## src/rtl/fft_pkg.sv

```systemverilog
// Shared FFT types and helpers: reader FSM states, read-out latency, width clamp
// and the component/magnitude width helpers.
package fft_pkg;

    typedef enum logic [1:0] {
        IDLE  = 2'd0,
        RUN   = 2'd1,
        DRAIN = 2'd2,
        DONE  = 2'd3
    } rd_state_e;

    localparam int RD_LATENCY = 3;

    // A pass is never narrower than 2 points nor wider than the RAM address space.
    function automatic logic [3:0] clamp_width(input logic [3:0] w, input int maw);
        logic [3:0] r;
        if (w == 4'd0) begin
            r = 4'd1;
        end else if (int'(w) > maw) begin
            r = 4'(maw);
        end else begin
            r = w;
        end
        return r;
    endfunction

    function automatic int word_width(input int dw);
        return 2 * dw;
    endfunction

    function automatic int mag_width(input int dw);
        return dw + 1;
    endfunction

endpackage

```

## src/rtl/fft_mag_unit.sv

```systemverilog
// Two-stage |re|,|im| -> magnitude pipeline with valid/bin/last sideband.
// FFT_MAG_AMBM_EN selects alpha-max-beta-min (3/8) instead of |re|+|im|.
module fft_mag_unit
    import fft_pkg::*;
#(
    parameter int MAW = 10,
    parameter int DW  = 16
) (
    input  logic                      clk,
    input  logic                      rst,
    input  logic                      in_valid,
    input  logic [MAW-1:0]            in_bin,
    input  logic                      in_last,
    input  logic [word_width(DW)-1:0] ram_q,
    output logic                      out_valid,
    output logic [MAW-1:0]            out_bin,
    output logic                      out_last,
    output logic [mag_width(DW)-1:0]  out_mag
);

    localparam int MW = mag_width(DW);

    // Two's complement magnitude; the most negative value maps to 2^(DW-1) unsigned.
    function automatic logic [DW-1:0] abs_c(input logic [DW-1:0] x);
        return x[DW-1] ? (~x + 1'b1) : x;
    endfunction

    logic           s1_valid_q, s1_valid_d;
    logic [MAW-1:0] s1_bin_q, s1_bin_d;
    logic           s1_last_q, s1_last_d;
    logic [DW-1:0]  s1_re_q, s1_re_d;
    logic [DW-1:0]  s1_im_q, s1_im_d;
    logic           out_valid_q, out_valid_d;
    logic [MAW-1:0] out_bin_q, out_bin_d;
    logic           out_last_q, out_last_d;
    logic [MW-1:0]  out_mag_q, out_mag_d;
`ifdef FFT_MAG_AMBM_EN
    logic [DW-1:0]  mx_s, mn_s;
`endif

    always_comb begin
        s1_valid_d  = in_valid;
        s1_bin_d    = in_bin;
        s1_last_d   = in_last;
        s1_re_d     = abs_c(ram_q[2*DW-1:DW]);
        s1_im_d     = abs_c(ram_q[DW-1:0]);
        out_valid_d = s1_valid_q;
        out_bin_d   = s1_bin_q;
        out_last_d  = s1_last_q;
`ifdef FFT_MAG_AMBM_EN
        if (s1_re_q >= s1_im_q) begin
            mx_s = s1_re_q;
            mn_s = s1_im_q;
        end else begin
            mx_s = s1_im_q;
            mn_s = s1_re_q;
        end
        out_mag_d = {1'b0, mx_s} + MW'(mn_s >> 2) + MW'(mn_s >> 3);
`else
        out_mag_d = {1'b0, s1_re_q} + {1'b0, s1_im_q};
`endif
    end

    always_ff @(posedge clk) begin
        if (!rst) begin
            s1_valid_q  <= 1'b0;
            s1_bin_q    <= {MAW{1'b0}};
            s1_last_q   <= 1'b0;
            s1_re_q     <= {DW{1'b0}};
            s1_im_q     <= {DW{1'b0}};
            out_valid_q <= 1'b0;
            out_bin_q   <= {MAW{1'b0}};
            out_last_q  <= 1'b0;
            out_mag_q   <= {MW{1'b0}};
        end else begin
            s1_valid_q  <= s1_valid_d;
            s1_bin_q    <= s1_bin_d;
            s1_last_q   <= s1_last_d;
            s1_re_q     <= s1_re_d;
            s1_im_q     <= s1_im_d;
            out_valid_q <= out_valid_d;
            out_bin_q   <= out_bin_d;
            out_last_q  <= out_last_d;
            out_mag_q   <= out_mag_d;
        end
    end

    assign out_valid = out_valid_q;
    assign out_bin   = out_bin_q;
    assign out_last  = out_last_q;
    assign out_mag   = out_mag_q;

endmodule

```

## src/rtl/fft_spectrum_reader.sv

```systemverilog
// FFT read-out consumer: streams bins 0..N/2 with magnitudes and tracks the peak
// non-DC bin. Optional FFT_MAG_AMBM_EN picks the magnitude estimator in fft_mag_unit.
module fft_spectrum_reader
    import fft_pkg::*;
#(
    parameter int MAW = 10,
    parameter int DW  = 16
) (
    input  logic                      clk,
    input  logic                      rst,
    input  logic                      rd_active,
    input  logic [MAW-1:0]            address_a,
    input  logic [3:0]                sel_addr_wth,
    input  logic [word_width(DW)-1:0] ram_q,
    output logic                      out_valid,
    output logic [MAW-1:0]            out_bin,
    output logic [mag_width(DW)-1:0]  out_mag,
    output logic                      out_last,
    output logic [MAW-1:0]            peak_bin,
    output logic [mag_width(DW)-1:0]  peak_mag,
    output logic                      done,
    output logic                      busy
);

    localparam int MW = mag_width(DW);

    rd_state_e      state_q, state_d;
    logic [3:0]     w_q, w_d;
    logic [1:0]     cnt_q, cnt_d;
    logic           arm_q, arm_d;
    logic           inj_valid_q, inj_valid_d;
    logic           inj_last_q, inj_last_d;
    logic [MAW-1:0] inj_bin_q, inj_bin_d;
    logic [MAW-1:0] peak_bin_q, peak_bin_d;
    logic [MW-1:0]  peak_mag_q, peak_mag_d;
    logic           done_q, done_d;
    logic           busy_q, busy_d;
    logic           start_s, inject_s;
    logic [3:0]     w_eff_s;
    logic [MAW-1:0] half_s;

    // arm_q blocks a restart until rd_active has been seen low after a reset.
    always_comb begin
        state_d    = state_q;
        w_d        = w_q;
        cnt_d      = cnt_q;
        peak_bin_d = peak_bin_q;
        peak_mag_d = peak_mag_q;
        arm_d      = rd_active ? arm_q : 1'b1;
        start_s    = (state_q == IDLE) && rd_active && arm_q;
        inject_s   = start_s || ((state_q == RUN) && rd_active);
        w_eff_s    = (state_q == IDLE) ? clamp_width(sel_addr_wth, MAW) : w_q;
        half_s     = {{(MAW-1){1'b0}}, 1'b1} << (w_eff_s - 4'd1);
        inj_valid_d = inject_s && (address_a <= half_s);
        inj_last_d  = inject_s && (address_a == half_s);
        inj_bin_d   = address_a;

        if (out_valid && (out_bin != {MAW{1'b0}}) && (out_mag > peak_mag_q)) begin
            peak_bin_d = out_bin;
            peak_mag_d = out_mag;
        end else begin
            peak_bin_d = peak_bin_q;
            peak_mag_d = peak_mag_q;
        end

        case (state_q)
            IDLE: begin
                if (start_s) begin
                    state_d    = RUN;
                    w_d        = clamp_width(sel_addr_wth, MAW);
                    peak_bin_d = {MAW{1'b0}};
                    peak_mag_d = {MW{1'b0}};
                end else begin
                    state_d = IDLE;
                end
            end
            RUN: begin
                if (!rd_active) begin
                    state_d = DRAIN;
                    cnt_d   = 2'd0;
                end else begin
                    state_d = RUN;
                end
            end
            DRAIN: begin
                if (cnt_q == 2'(RD_LATENCY - 1)) begin
                    state_d = DONE;
                end else begin
                    cnt_d = cnt_q + 2'd1;
                end
            end
            DONE:    state_d = IDLE;
            default: state_d = IDLE;
        endcase

        done_d = (state_d == DONE);
        busy_d = (state_d != IDLE);
    end

    always_ff @(posedge clk) begin
        if (!rst) begin
            state_q     <= IDLE;
            w_q         <= 4'd0;
            cnt_q       <= 2'd0;
            arm_q       <= 1'b0;
            inj_valid_q <= 1'b0;
            inj_last_q  <= 1'b0;
            inj_bin_q   <= {MAW{1'b0}};
            peak_bin_q  <= {MAW{1'b0}};
            peak_mag_q  <= {MW{1'b0}};
            done_q      <= 1'b0;
            busy_q      <= 1'b0;
        end else begin
            state_q     <= state_d;
            w_q         <= w_d;
            cnt_q       <= cnt_d;
            arm_q       <= arm_d;
            inj_valid_q <= inj_valid_d;
            inj_last_q  <= inj_last_d;
            inj_bin_q   <= inj_bin_d;
            peak_bin_q  <= peak_bin_d;
            peak_mag_q  <= peak_mag_d;
            done_q      <= done_d;
            busy_q      <= busy_d;
        end
    end

    fft_mag_unit #(.MAW(MAW), .DW(DW)) u_mag (
        .clk       (clk),
        .rst       (rst),
        .in_valid  (inj_valid_q),
        .in_bin    (inj_bin_q),
        .in_last   (inj_last_q),
        .ram_q     (ram_q),
        .out_valid (out_valid),
        .out_bin   (out_bin),
        .out_last  (out_last),
        .out_mag   (out_mag)
    );

    assign peak_bin = peak_bin_q;
    assign peak_mag = peak_mag_q;
    assign done     = done_q;
    assign busy     = busy_q;

endmodule

```

## config.mk

```make
export PLATFORM = sky130hd
export DESIGN_NAME = fft_spectrum_reader
export DESIGN_NICKNAME = d
export VERILOG_FILES = /design/src/rtl/fft_pkg.sv /design/src/rtl/fft_mag_unit.sv /design/src/rtl/fft_spectrum_reader.sv
export SDC_FILE = /design/constraint.sdc
export NUM_CORES = 1
export LEC_CHECK = 0
export CAP_MARGIN = 20
export CORE_ASPECT_RATIO = 0.75
export CORE_MARGIN = 8
export CORE_UTILIZATION = 40
export CTS_CLUSTER_SIZE = 12
export DETAILED_ROUTE_END_ITERATION = 6
export DONT_BUFFER_PORTS = 1
export SETUP_SLACK_MARGIN = 0.4
export SLEW_MARGIN = 10
export SYNTH_ARGS = -nofsm -noshare
export SYNTH_HDL_FRONTEND = slang
export SYNTH_SLANG_ARGS = --single-unit
export TNS_END_PERCENT = 1
```

## constraint.sdc

```tcl
create_clock -name clk -period 5.65 [get_ports clk]
set_input_delay 0 -clock clk [delete_from_list [all_inputs] [get_ports clk]]
set_output_delay 0 -clock clk [all_outputs]
set_load 0.01 [all_outputs]
```

[After elaboration in Yosys (flattened, before gate mapping)]
Cells that the tools add are included.
Word-level totals
  flip-flop bits (word level): 123
  word-level logic and storage cells: 76
  bits of input ports: 49
Cells by class
  add/subtract/negate cells: 5
  bitwise logic cells: 2
  muxes and demuxes: 18
  magnitude comparators: 3
  shifts and indexed selects: 1
  reduce and logical (&&, ||, !) cells: 17
  eq/ne operators: 8
Operator list (number)
  $mux 17: 3
  $add 16x1->16 const B: 2
  $not 16->16: 2
  $mux 10: 3
  $mux 15: 2
  $add 16x16->17: 1
  $gt 17x17->1: 1
  $mux 4: 3
  $eq 10x10->1: 1
  $le 10x10->1: 1
  $reduce_bool 10->1: 1
  $shl 1x4->10 const A: 1
  $eq 2x2->1 const B: 4
  $mux 2: 4
  $pmux 2 s4: 1
  $logic_and 1x1->1: 7
  $reduce_and 2->1: 3
  $gt 4x4->1 const B: 1
  $logic_not 4->1: 1
  $ne 2x2->1 const B: 2
  $pmux 2 s2: 1
  $reduce_bool 2->1: 2
  $sub 4x1->4 const B: 1
  $reduce_and 3->1: 1
  5 further kinds: 5

[Logic depth before layout (Yosys ltp)]
  depth in word-level cells: 8
  mapped depth: 14
  depth with buffers taken out: 12

[Hierarchy]
From an unflattened synthesis, not the netlist that was laid out.
Second synthesis, totals
  cell total of the unflattened synthesis: 647
  area, all modules: 5940.7 sq um
Modules (own cells, without submodules)
  fft_mag_unit: cells an instance 340, instances 1, area an instance 3306.9 sq um
  fft_spectrum_reader: cells an instance 307, instances 1, area an instance 2633.8 sq um

[Least setup slack after synthesis]
OpenSTA, ideal clock, no wires.
  kind: register to register
  start: reg state_q[1]
  end: reg inj_valid_q
  buffers on the path: 2
  cell stages (with the launch flop): 14
  library setup time: 0.087 ns
  path slack: 3.287 ns
  arrival: 2.276 ns
  period minus slack after synthesis: 2.363 ns
  cells stage by stage: dfxtp_1 > clkbuf_1 > nor2_1 > clkbuf_1 > o21ai_0 > nor2b_1 > nand2_1 > ha_1 > nor2b_1 > o21ai_0 > nand2b_1 > a211oi_1 > o31ai_1 > o31ai_1
Between the ends
  word-level cells in the longest chain between the ends: 6
RTL lines
  start, declared: line fft_spectrum_reader.sv:27  | rd_state_e state_q, state_d;
  start signal, assigned: line fft_spectrum_reader.sv:114  | state_q <= state_d;
  $logic_not 2->1: line fft_spectrum_reader.sv:50, fft_spectrum_reader.sv:52
  $mux 4: line fft_spectrum_reader.sv:52  | w_eff_s = (state_q == IDLE) ? clamp_width(sel_addr_wth, MAW) : w_q;
  $sub 4x1->4: line fft_spectrum_reader.sv:53  | half_s = {{(MAW-1){1'b0}}, 1'b1} << (w_eff_s - 4'd1);
  $shl 1x4->10: line fft_spectrum_reader.sv:53
  $le 10x10->1: line fft_spectrum_reader.sv:54  | inj_valid_d = inject_s && (address_a <= half_s);
  $logic_and 1x1->1 *: line fft_spectrum_reader.sv:54
  end signal, assigned: line fft_spectrum_reader.sv:118  | inj_valid_q <= inj_valid_d;
  end, declared: line fft_spectrum_reader.sv:31  | logic inj_valid_q, inj_valid_d;
Every way passes the cells marked *; elsewhere a longest branch is shown, timed or not.
A chain may end at the register's enable or synchronous reset.

[Final worst setup path]
Same ends and word-level chain as after synthesis.

==> flow_metrics.py <==
metrics = {
    "critical_path": {
        "end_kind": "flip-flop",
        "worstPathArrival_ns": 3.09,
        "path_class": "flip-flop to flip-flop",
        "crit_path_max_fanout": 11,
        "required_ns": 5.96,
        "r2r_cells": 11,
        "setup.worst_path.start_class": "flip-flop",
    },
    "detailed_routing": {
        "wl_per_cell_um": 15.9,
        "vias_per_cell": 4.96,
        "drt_iter0_drc": 264,
        "drc_errors": 0,
        "drt_wl_total_um": 14500,
        "final_antenna_net_count": 0,
        "first_pass_iters": 4,
        "dr_total_vias": 4532,
    },
    "grt": {
        "gr-total-overflow": 0,
        "grt_max_degree": 92,
        "gr-usage-all-layers_pct": 15.6,
        "grt_pass1_wl_um": 23400,
        "antenna_found_initial": 0,
        "first_global_vias": 4518,
    },
    "sta": {
        "setup_tns_ns": 0,
        "rsz0062_at_grt": "no",
        "worstMarginPinSlew_ns": 0.910,
        "worst_slack_ns": 2.87,
        "timing_hold_violations_final": 1,
        "hold_ws_ns": -0.00903,
        "max_clock_freq_ghz": 0.360,
        "min_period_over_period_pct": 49.2,
        "setup_viol": 0,
        "relSlewSlack_pct": 39.2,
        "skew_ns": 0.00964,
        "period_minus_slack_ns": 2.78,
        "slew_violations": 0,
    },
    "finish": {
        "final_cells": 913,
        "fin_nets": 796,
        "final_cell_area_um2": 7450,
        "final_common_cell": "dfxtp_1",
        "n_antenna_cell": 0,
        "mostFrequentLayoutCells": "dfxtp_1, dlygate4sd3_1, and2_1, nor2_1, ha_1",
        "n_fill_cell": 1296,
        "final_util_pct": 51.9,
        "synthToLayoutAreaGrowth_pct": 27.5,
        "regArea_um2": 2460,
        "drive_above_1_share_pct": 6.17,
        "multiInputGateArea_um2": 3180,
    },
    "clocking": {
        "numCtsBuffers": 17,
        "clock_path_buffers": 2,
        "cts_tree": "built",
        "clock-sinks": 123,
        "cts_root_buffer": "clkbuf_16",
        "clk_latency_ns": 0.40,
        "h-tree-depth": 4,
        "clkSlewWorstSetupHoldPaths_ns": 0.06,
    },
    "synthesis": {
        "synth_ff_type": "dfxtp_1",
        "synthesis.nets": 712,
        "synth_warnings": 0,
        "ys_seq_elements": 123,
        "synth_cell_types": 50,
        "synth-seq-area-share_pct": 42.1,
        "avgSynthCellArea_um2": 9.49,
        "ys_async_sr_fraction_pct": 0,
        "netlist_area_um2": 5850,
        "synth-edff-count": 0,
        "postSynthCellCount": 616,
    },
    "floorplan": {
        "chipWidth_um": 156,
        "die_h_um": 121,
        "io_pins": 107,
        "start_util_pct": 40.7,
        "die_area_um2": 18800,
        "rows": 38,
        "core_um2": 14400,
    },
    "power": {
        "p_leak_nw": 2.94,
        "ir_worst_vdd_mv": 0.175,
        "powerDensity_nw_per_um2": 310,
        "power_mw": 2.31,
    },
    "job": {
        "drv_cap": 0,
    },
    "place": {
        "gp_congestion": 0.860,
        "placed_area_um2": 6000,
        "placedCellCount": 796,
        "dpl.hpwl_um": 10300,
        "place_ws_ns": 2.83,
        "place.port_buffers": 0,
    },
    "min_path": {
        "hp-class": "primary input to flip-flop",
        "min_path_cells": 4,
    },
    "run_status": {
        "failed_checks": "hold timing",
        "status": "complete, but fails checks",
    },
}
-- flip-flops by register name (all words and copies together) (netlist names), 2 cells and up --
register / count
u_mag.out_bin_d: 10
peak_bin: 10
peak_mag: 17
cnt_q: 2
u_mag.out_bin: 10
u_mag.s1_im_q: 16
state_q: 2
u_mag.out_mag: 17
w_q: 4
inj_bin_q: 10
u_mag.s1_re_q: 16
-- layout make-up --
class                      count  share of cell area (%)
clock inverter                13                    1.76
multi-input combinational    443                    42.6
timing repair buffer          85                    11.8
inverter                      30                    1.51
tap                          200                    3.36
clock buffer                  19                    5.94
sequential                   123                    33.0
-- worst max-delay path, cell delays in order (launching register included) --
cell	delay [ns]
dfxtp_1	0.37
nor2_1	0.51
mux2i_1	0.41
nor2b_1	0.25
nand2_1	0.08
ha_1	0.30
nor2b_1	0.13
o21ai_0	0.13
nand2b_1	0.07
a211oi_1	0.24
o31ai_1	0.11
o31ai_1	0.07
-- cell families (layout without fill, tap and decap cells) --
| group | Yosys count | in the layout | synth area share, % |
|---|---|---|---|
| AO/OA/AOI/OAI | 105 | 105 | 12.6 |
| XOR/XNOR | 31 | 31 | 4.64 |
| adder cells (fa/ha/maj) | 48 | 48 | 10.4 |
| buffers and inverters | 50 | 147 | 3.74 |
| flip-flops | 123 | 123 | 42.1 |
| multiplexers | 32 | 32 | 5.48 |
| AND/OR/NAND/NOR | 227 | 227 | 21.0 |
-- worst paths after layout --
kind | startpoint | endpoint | slack, ns
worst max-delay path | state_q[1]$_SDFF_PN0_ | inj_valid_q$_SDFF_PN0_ | 2.87
worst min-delay path | ram_q[0] | u_mag.s1_im_q[1]$_SDFF_PN0_ | -0.009
worst max register to register | state_q[1]$_SDFF_PN0_ | inj_valid_q$_SDFF_PN0_ | 2.87
worst min register to register | u_mag.out_bin_d[9]$_SDFF_PN0_ | u_mag.out_bin[9]$_SDFF_PN0_ | 0.43
-- repair_timing --
action / CTS / global route
hold endpoints to repair: 96 / 0
gates resized for setup: 0 / 0
setup buffers: 0 / 0
hold buffers: 84 / 0
-- cells in the mapped netlist (2+ instances only) --
master,instances,share of area (%)
and4_1,2,0.30
nand2_1,35,2.2
clkbuf_1,14,0.90
or2_1,2,0.21
o211a_1,2,0.34
buf_6,4,0.77
nor2b_1,12,1.3
or2_4,2,0.30
o41ai_4,2,0.94
or4_1,5,0.64
nand2b_1,10,1.1
and2_1,69,7.4
a31oi_1,2,0.21
o31ai_1,8,1.0
o21ai_0,22,1.9
a31o_2,2,0.30
or4b_4,2,0.47
nand3_1,15,1.3
nand3b_1,3,0.39
nor2_1,49,3.1
mux2i_1,32,5.5
nor3b_1,4,0.51
a21o_1,4,0.51
a21oi_1,23,2.0
a21boi_0,6,0.77
dfxtp_1,123,42
and3_1,6,0.64
o211ai_1,4,0.51
a211oi_1,8,1.0
nand4_1,5,0.53
xnor2_1,28,4.2
xor2_1,3,0.45
nor3_1,4,0.34
ha_1,46,9.8
o21a_1,7,0.90
o21bai_1,2,0.26
inv_1,30,1.9
o41ai_1,7,1.0
-- per-layer routing --
| layer | routed length, um | global-route usage [%] |
|---|---|---|
| met4 | 164 | 5.74 |
| met5 | 0 | 0 |
| met3 | 1000 | 4.46 |
| met2 | 6600 | 25.4 |
| met1 | 6750 | 19.3 |
-- where the power goes --
| part | leakage [nW] | internal (mW) | switching, mW |
|---|---|---|---|
| Sequential | 1.01 | 0.912 | 0.0431 |
| Clock | 0.277 | 0.627 | 0.404 |
| Combinational | 1.65 | 0.170 | 0.154 |
| Total | 2.94 | 1.71 | 0.601 |
(Power assumes the default switching activity.)
